--- src/rtl/gray_rate_meter.sv ---
`default_nettype none
// ============================================================================
// gray_rate_meter: synchronises a foreign-domain Gray count into clk and
// publishes the binary increment total once per gate window.
// Optional build macro: GRAY_RATE_STEP_CHECK_EN (Gray step-error counter).
// Revision: 1.0
// ============================================================================
module gray_rate_meter #(
   parameter int unsigned GW   = 4,
   parameter int unsigned CW   = 28,
   parameter int unsigned GATE = 1000000
) (
   input  logic          clk,
   input  logic          rst_n,
   input  logic [GW-1:0] gray_in,
   output logic [CW-1:0] rate,
   output logic          rate_stb,
   output logic          ovf,
   output logic [7:0]    err_cnt
);

   localparam int unsigned   SW    = ((CW > GW) ? CW : GW) + 1;
   localparam logic [SW-1:0] c_sat = {{(SW-CW){1'b0}}, {CW{1'b1}}};

   typedef enum logic [1:0] {
      IDLE  = 2'd0,
      PRIME = 2'd1,
      RUN   = 2'd2
   } state_t;

   state_t        state_q, state_d;
   logic [GW-1:0] s1_q, s1_d, s2_q, s2_d;
   logic [GW-1:0] cur_q, cur_d, prv_q, prv_d;
   logic [CW-1:0] acc_q, acc_d, rate_q, rate_d;
   logic [31:0]   gcnt_q, gcnt_d;
   logic          wovf_q, wovf_d, ovf_q, ovf_d, stb_q, stb_d, fresh_q, fresh_d;

   logic [GW-1:0] bin;
   logic [GW-1:0] delta;
   logic [SW-1:0] sum;
   logic          sat_now;
   logic [CW-1:0] acc_sat;

   always_comb begin
      bin[GW-1] = s2_q[GW-1];
      for (int i = int'(GW) - 2; i >= 0; i--) begin
         bin[i] = bin[i+1] ^ s2_q[i];
      end
   end

   assign delta   = cur_q - prv_q;
   assign sum     = {{(SW-CW){1'b0}}, acc_q} + {{(SW-GW){1'b0}}, delta};
   assign sat_now = (sum > c_sat);
   assign acc_sat = sat_now ? {CW{1'b1}} : sum[CW-1:0];

   always_comb begin
      state_d = state_q;
      s1_d    = gray_in;
      s2_d    = s1_q;
      cur_d   = bin;
      prv_d   = prv_q;
      acc_d   = acc_q;
      rate_d  = rate_q;
      gcnt_d  = gcnt_q;
      wovf_d  = wovf_q;
      ovf_d   = ovf_q;
      stb_d   = 1'b0;
      fresh_d = fresh_q;
      case (state_q)
         IDLE: begin
            state_d = PRIME;
         end
         PRIME: begin
            prv_d   = cur_q;
            gcnt_d  = 32'd0;
            fresh_d = 1'b1;
            state_d = RUN;
         end
         RUN: begin
            // The sync pipeline still holds reset zeros when RUN begins; snap prv
            // to the first real sample so the upstream start value is not counted.
            prv_d   = fresh_q ? bin : cur_q;
            fresh_d = 1'b0;
            if (gcnt_q == GATE - 1) begin
               rate_d = acc_sat;
               ovf_d  = wovf_q | sat_now;
               acc_d  = '0;
               wovf_d = 1'b0;
               stb_d  = 1'b1;
               gcnt_d = 32'd0;
            end else begin
               acc_d  = acc_sat;
               wovf_d = wovf_q | sat_now;
               gcnt_d = gcnt_q + 32'd1;
            end
         end
         default: begin
            state_d = IDLE;
         end
      endcase
   end

   always_ff @(posedge clk or negedge rst_n) begin
      if (!rst_n) begin
         state_q <= IDLE;
         s1_q    <= '0;
         s2_q    <= '0;
         cur_q   <= '0;
         prv_q   <= '0;
         acc_q   <= '0;
         rate_q  <= '0;
         gcnt_q  <= 32'd0;
         wovf_q  <= 1'b0;
         ovf_q   <= 1'b0;
         stb_q   <= 1'b0;
         fresh_q <= 1'b0;
      end else begin
         state_q <= state_d;
         s1_q    <= s1_d;
         s2_q    <= s2_d;
         cur_q   <= cur_d;
         prv_q   <= prv_d;
         acc_q   <= acc_d;
         rate_q  <= rate_d;
         gcnt_q  <= gcnt_d;
         wovf_q  <= wovf_d;
         ovf_q   <= ovf_d;
         stb_q   <= stb_d;
         fresh_q <= fresh_d;
      end
   end

   assign rate     = rate_q;
   assign rate_stb = stb_q;
   assign ovf      = ovf_q;

`ifdef GRAY_RATE_STEP_CHECK_EN
   logic [7:0] err_q, err_d;

   always_comb begin
      err_d = err_q;
      if ((state_q == RUN) && (delta > GW'(1)) && (err_q != 8'hFF)) begin
         err_d = err_q + 8'd1;
      end
   end

   always_ff @(posedge clk or negedge rst_n) begin
      if (!rst_n) begin
         err_q <= 8'd0;
      end else begin
         err_q <= err_d;
      end
   end

   assign err_cnt = err_q;
`else
   assign err_cnt = 8'd0;
`endif

endmodule
`default_nettype wire

--- config.mk ---
export PLATFORM = sky130hd
export DESIGN_NAME = gray_rate_meter
export DESIGN_NICKNAME = d
export VERILOG_FILES = /design/src/rtl/gray_rate_meter.sv
export SDC_FILE = /design/constraint.sdc
export NUM_CORES = 1
export LEC_CHECK = 0
export BUFFER_PORTS_ARGS = -buffer_cell sky130_fd_sc_hd__buf_2
export CAP_MARGIN = 20
export CORE_MARGIN = 2
export CORE_UTILIZATION = 55
export CTS_CLUSTER_SIZE = 10
export DETAILED_ROUTE_END_ITERATION = 10
export PLACE_DENSITY = 0.78
export SLEW_MARGIN = 20
export SYNTH_ARGS = -nofsm -noshare
export SYNTH_HDL_FRONTEND = slang
export SYNTH_SLANG_ARGS = --single-unit
--- constraint.sdc ---
create_clock -name clk -period 3 [get_ports clk]
set_input_delay 0.3 -clock clk [delete_from_list [all_inputs] [get_ports clk]]
set_output_delay 0.3 -clock clk [all_outputs]
set_load 0.01 [all_outputs]
[Yosys cells after proc, flatten, opt, wreduce, memory -nomap -nowiden]
Cells that the tools add are included.
Cells by class
  eq/ne operators: 3
  $lt $le $gt $ge: 1
  reduce and logical (&&, ||, !) cells: 3
  multiplexer cells: 11
  add/subtract/negate cells: 3
  bitwise operators: 4
Operators with widths (number)
  case mux 32 bit (2 select lines): 1
  2-to-1 mux 28 bit: 2
  adder 32 x 1 -> 32 bit, second input constant: 1
  equality test 32 x 20 -> 1 bit, second input constant: 1
  2-to-1 mux 32 bit: 1
  adder 28 x 4 -> 29 bit: 1
  > comparator 29 x 28 -> 1 bit, second input constant: 1
  case mux 4 bit (2 select lines): 1
  case mux 2 bit (3 select lines): 1
  2-to-1 mux 4 bit: 1
  subtractor 4 bit: 1
  2-to-1 mux 1 bit: 3
  XOR 1 bit: 3
  equality test 2 x 1 -> 1 bit, second input constant: 1
  equality test 2 bit, second input constant: 1
  logical NOT 2 bit: 1
  case mux 1 bit (2 select lines): 1
  AND reduction 2 bit: 1
  nonzero test 2 bit: 1
  bitwise OR 1 bit: 1
Word-level totals
  flip-flop bits (word level): 110
  input port bits: 6
  logic and storage cells: 37

[Logic depth before layout (Yosys ltp)]
  word-level depth: 5
  gate-level depth with buffers: 14

[Worst setup path after synthesis]
OpenSTA, ideal clock, no wires.
  path kind: register to register
  from: register cur_q[0]
  to: register acc_q[11]
  setup time: 0.099 ns
  arrival: 2.689 ns
  setup slack: 0.211 ns
  cell stages (with the launch flop): 13
  required time: 2.901 ns
  path buffers: 0
  cell sequence: dfrtp_1 inv_1 ha_1 inv_1 fa_1 xor2_1 ha_1 nand3_1 o22a_1 nor4b_1 o21a_1 nor2_1 a311oi_1
On the way
  word-level cells in the longest chain between the ends: 5
Ends and longest elaborated chain
  from (decl): RTL line 33  | logic [GW-1:0] cur_q, cur_d, prv_q, prv_d;
  from (signal assigned): RTL line 121  | cur_q <= cur_d;
  subtractor 4 bit (*): RTL line 51  | assign delta = cur_q - prv_q;
  adder 28 x 4 -> 29 bit (*): RTL line 52  | assign sum = {{(SW-CW){1'b0}}, acc_q} + {{(SW-GW){1'b0}}, delta};
  > comparator 29 x 28 -> 1 bit: RTL line 53  | assign sat_now = (sum > c_sat);
  2-to-1 mux 28 bit (*): RTL line 54  | assign acc_sat = sat_now ? {CW{1'b1}} : sum[CW-1:0];
  2-to-1 mux 28 bit (*): RTL line 84  | if (gcnt_q == GATE - 1) begin
  to (signal assigned): RTL line 110  | acc_q <= '0;
  to (signal assigned): RTL line 123  | acc_q <= acc_d;
  to (decl): RTL line 34  | logic [CW-1:0] acc_q, acc_d, rate_q, rate_d;
Mark *: on every way between the ends. The rest lies on a longest branch, timed or not.
A chain may end at the register's enable or synchronous reset.

[Worst setup path after layout]
  from: register cur_q[0]
  to: register acc_q[14]
Same word-level chain as after synthesis.

==> results by group <==
Run status
  – Status: complete, but fails checks
  – Failing checks: negative hold slack

Pwr
  – Comb pwr share: 29.6%
  – Pwr/cell area: 604 nW/um2
  – Net Sw Frac: 33.5%
  – Internal power: 2550 uW
  – NetSw: 1290 uW
  – Clock power frac: 26.5%
  – Reg power frac: 43.9%
  – Lkg Pwr: 0.00296 uW
  – Max rail drop VDD: 0.000361 V

CTS
  – Hold_buf cts: 0
  – Worst skew pair latency: 0.38 ns
  – Clock-pin slew on the worst setup and hold paths: 0.10 ns
  – TritonCTS clock tree: yes
  – Num CTS Buffers: 9
  – CTS H-Tree Depth: 3
  – Clk root buf: clkbuf_8
  – CTS Sinks: 110
  – Clock tree buffer depth: 2

Finish
  – Fraction of layout cells with a size suffix above 1: 17.4%
  – Multi-input logic area: 2750 um2
  – Cell Count, Final, Fillers Out: 780
  – Antenna cells: 0
  – Final core occ: 62.2%
  – Fin nets: 658
  – Area Growth Syn to Fin: 11.0%
  – Reg area: 2750 um2
  – Fillers: 847

Die
  – Die area: 11300 um2
  – Core ar.: 10200 um2
  – Die height: 106 um
  – IO Pins: 44
  – Initial core utilization: 56.0%
  – Die width: 106 um
  – Core Rows: 37

Drt
  – Routed WL per cell: 15.7 um
  – Final ANT Viol Nets: 0
  – Initial DRC Count: 395
  – Via count: 4479
  – # DRC: 0
  – First-pass detailed-route iteration total: 5
  – Vias/cell: 5.74
  – Drt total wl: 12.3 mm

Timing
  – Minimum clock period: 2.91 ns
  – Hold_ws: -0.0300 ns
  – Fin crit share: 96.9%
  – TNS Setup: 0 ns
  – Slew headroom: 57.5%
  – RSZ-0062 raised after global routing: true
  – Slew @ Worst Pin: 0.631 ns
  – Endpoints failing setup: 0
  – Clock Skew: 0.0142 ns
  – Pins Over Slew Limit: 0
  – F_max: 0.344 GHz
  – Final Hold Fails: 14

Logic synthesis
  – Post-synth EDFFs: 0
  – Seq/Total Area, Yosys: 48.0%
  – Post-synth top flop: dfrtp_1
  – Mapped Cells: 605
  – Yosys warning count: 0
  – Top cell type by total area after synthesis: dfrtp_1
  – Dominant cells by area after synthesis: dfrtp_1 48%, nor2_1 5.2%, xor2_1 4.7%
  – Syn_area_per_cell: 9.47 um2
  – Netlist cell types: 55
  – Top cell type's share of synthesized area: 48.0%
  – Fraction of registers with async set/reset: 100%
  – Cell Area, Synth: 5730 um2
  – Synth Register Bits: 110

Setup path
  – Worst r2r dst: acc_q[14]
  – Crit-path cells: inv_1, ha_1, inv_1, fa_1, inv_1, fa_1, nor2b_2, o21a_2, nand3_2, buf_6, a21oi_1, nor2_1, a311oi_1
  – Cell mode on critical path: inv_1
  – Worst setup EP type: register
  – Crit-path slowest cell: fa_1
  – Buf/Inv on CP: 4
  – Reg-to-reg startpoint: cur_q[0]
  – Reg2Reg Depth: 13
  – Critical path class: reg2reg
  – Critical-path maximum fanout: 8
  – Top delay family on crit path: adder cells
  – Max incr delay on CP: 0.51 ns
  – CP Data Arrival Time: 3.19 ns
  – Startpoint types: register
  – Required @ worst endpoint: 3.28 ns
  – R2r setup slk: 0.09 ns

Placement
  – Placed cells: 762
  – IO Port Bufs: 35
  – Post-DP HPWL: 8.31 mm
  – GPL Wtd Cong: 0.926

GRT
  – First-pass GRT wire length: 20.4 mm
  – GR Util All Layers: 22.7%
  – Largest net degree at the start of global routing: 111
  – Gr ovfl total: 0
  – Initial antenna violation count: 0
  – Vias in the first global route: 4225

Job
  – Max-cap violations: 0

Worst hold path
  – HP Class: in2async
## layout make-up
class | count | area share (%)
clock inverter | 6 | 1.48
inverter | 28 | 1.73
tap | 136 | 2.68
multi-input combinational | 435 | 43.3
timing repair buffer | 55 | 5.41
sequential | 110 | 43.3
clock buffer | 10 | 2.16
## how the worst max path moves through the flow
stage / startpoint / to / slack, ns / cells after the start
2_1_floorplan: cur_q[0] / acc_q[11] / 0.21 / 12
3_3_place_gp: cur_q[0] / rate[22] / 0.02 / 12
3_5_place_dp: cur_q[0] / rate[22] / -0.05 / 12
4_1_cts: cur_q[0] / rate[18] / 0.003 / 12
5_1_grt: cur_q[0] / acc_q[14] / -0.12 / 13
6_report: cur_q[0] / acc_q[14] / 0.09 / 13
## power groups by stage
stage          clock network [uW]  registers [uW]  logic [uW]
3_3_place_gp                    0            1710         995
3_5_place_dp                    0            1710        1020
4_1_cts                      1040            1680        1030
6_report                     1020            1690        1140
2_1_floorplan                   0            1670         732
5_1_grt                      1090            1700        1240
## state kept, by name (all words and copies together) (netlist names)
name and flops:
rate_stb 1, state_q 2, gcnt_q 32, s2_q 4, rate 28, s1_q 4, cur_q 4, ovf 1
fresh_q 1, wovf_q 1, prv_q 4, acc_q 28
## repair_timing
| item | 4_1_cts | 5_1_grt |
|---|---|---|
| setup buffers | 0 | 2 |
| gates resized for setup | 4 | 17 |
| gates cloned | 0 | 0 |
| endpoints found under the setup margin | 5 | 35 |
| pin swaps | 1 | 5 |
## Yosys cell counts, drive strengths merged (6+ instances only)
master	count
nand2	43
inv	27
xnor2	21
a31oi	11
o21ai	28
and3	14
ha	11
nand4	15
and2	6
clkbuf	15
a21oi	42
o22ai	6
nor2	79
nor3	16
and4	10
xor2	31
buf	24
dfrtp	110
nand3	31
## stage by stage
stage | total power, uW | cell area (um2) | setup WS, ns
after detailed placement | 2730 | 6040 | -0.0451
final | 3840 | 6360 | 0.0933
after floorplan | 2400 | 5760 | 0.211
after global routing | 4040 | 6360 | -0.120
after CTS | 3760 | 6280 | 0.00256
after global placement | 2710 | 6040 | 0.0242
## routing by layer
layer  track usage (%)  vias up  wire length, um
met5                 0        -                0
met4              6.30        0              179
met3              3.86       15              568
met2              36.0      123             5730
met1              32.5     2201             5800
li1                  -     2140                -
## kinds of logic after synthesis
kind of cell    synth area share (%)
xor+xnor                        7.95
flops                           48.0
buf+inv                         5.85
mux                             1.66
simple gates                    21.0
other cells                   0.0654
fa+ha+maj                       3.10
compound gates                  12.4
## cells in the final DEF, fill, tap and decap left out, types with 3 or more instances in the layout
cell / n
nand2_1: 41
nor3_1: 13
dfrtp_1: 110
and2_1: 5
inv_1: 27
and3_1: 13
nand4_1: 15
xnor2_1: 21
a21oi_2: 11
and4_1: 10
a31oi_1: 11
a211oi_1: 4
mux2i_1: 5
mux2_2: 4
o31ai_1: 4
conb_1: 8
nor4_1: 4
clkbuf_8: 10
o21a_1: 4
o211ai_1: 5
nor2_2: 3
nand2b_1: 4
xor2_1: 30
nor3_2: 3
buf_4: 19
a21oi_1: 31
o21ai_0: 27
clkinv_4: 3
ha_1: 11
nor2_1: 76
buf_2: 34
o22ai_1: 6
nand3_1: 29
No activity file was read; power rests on OpenSTA's default activity.
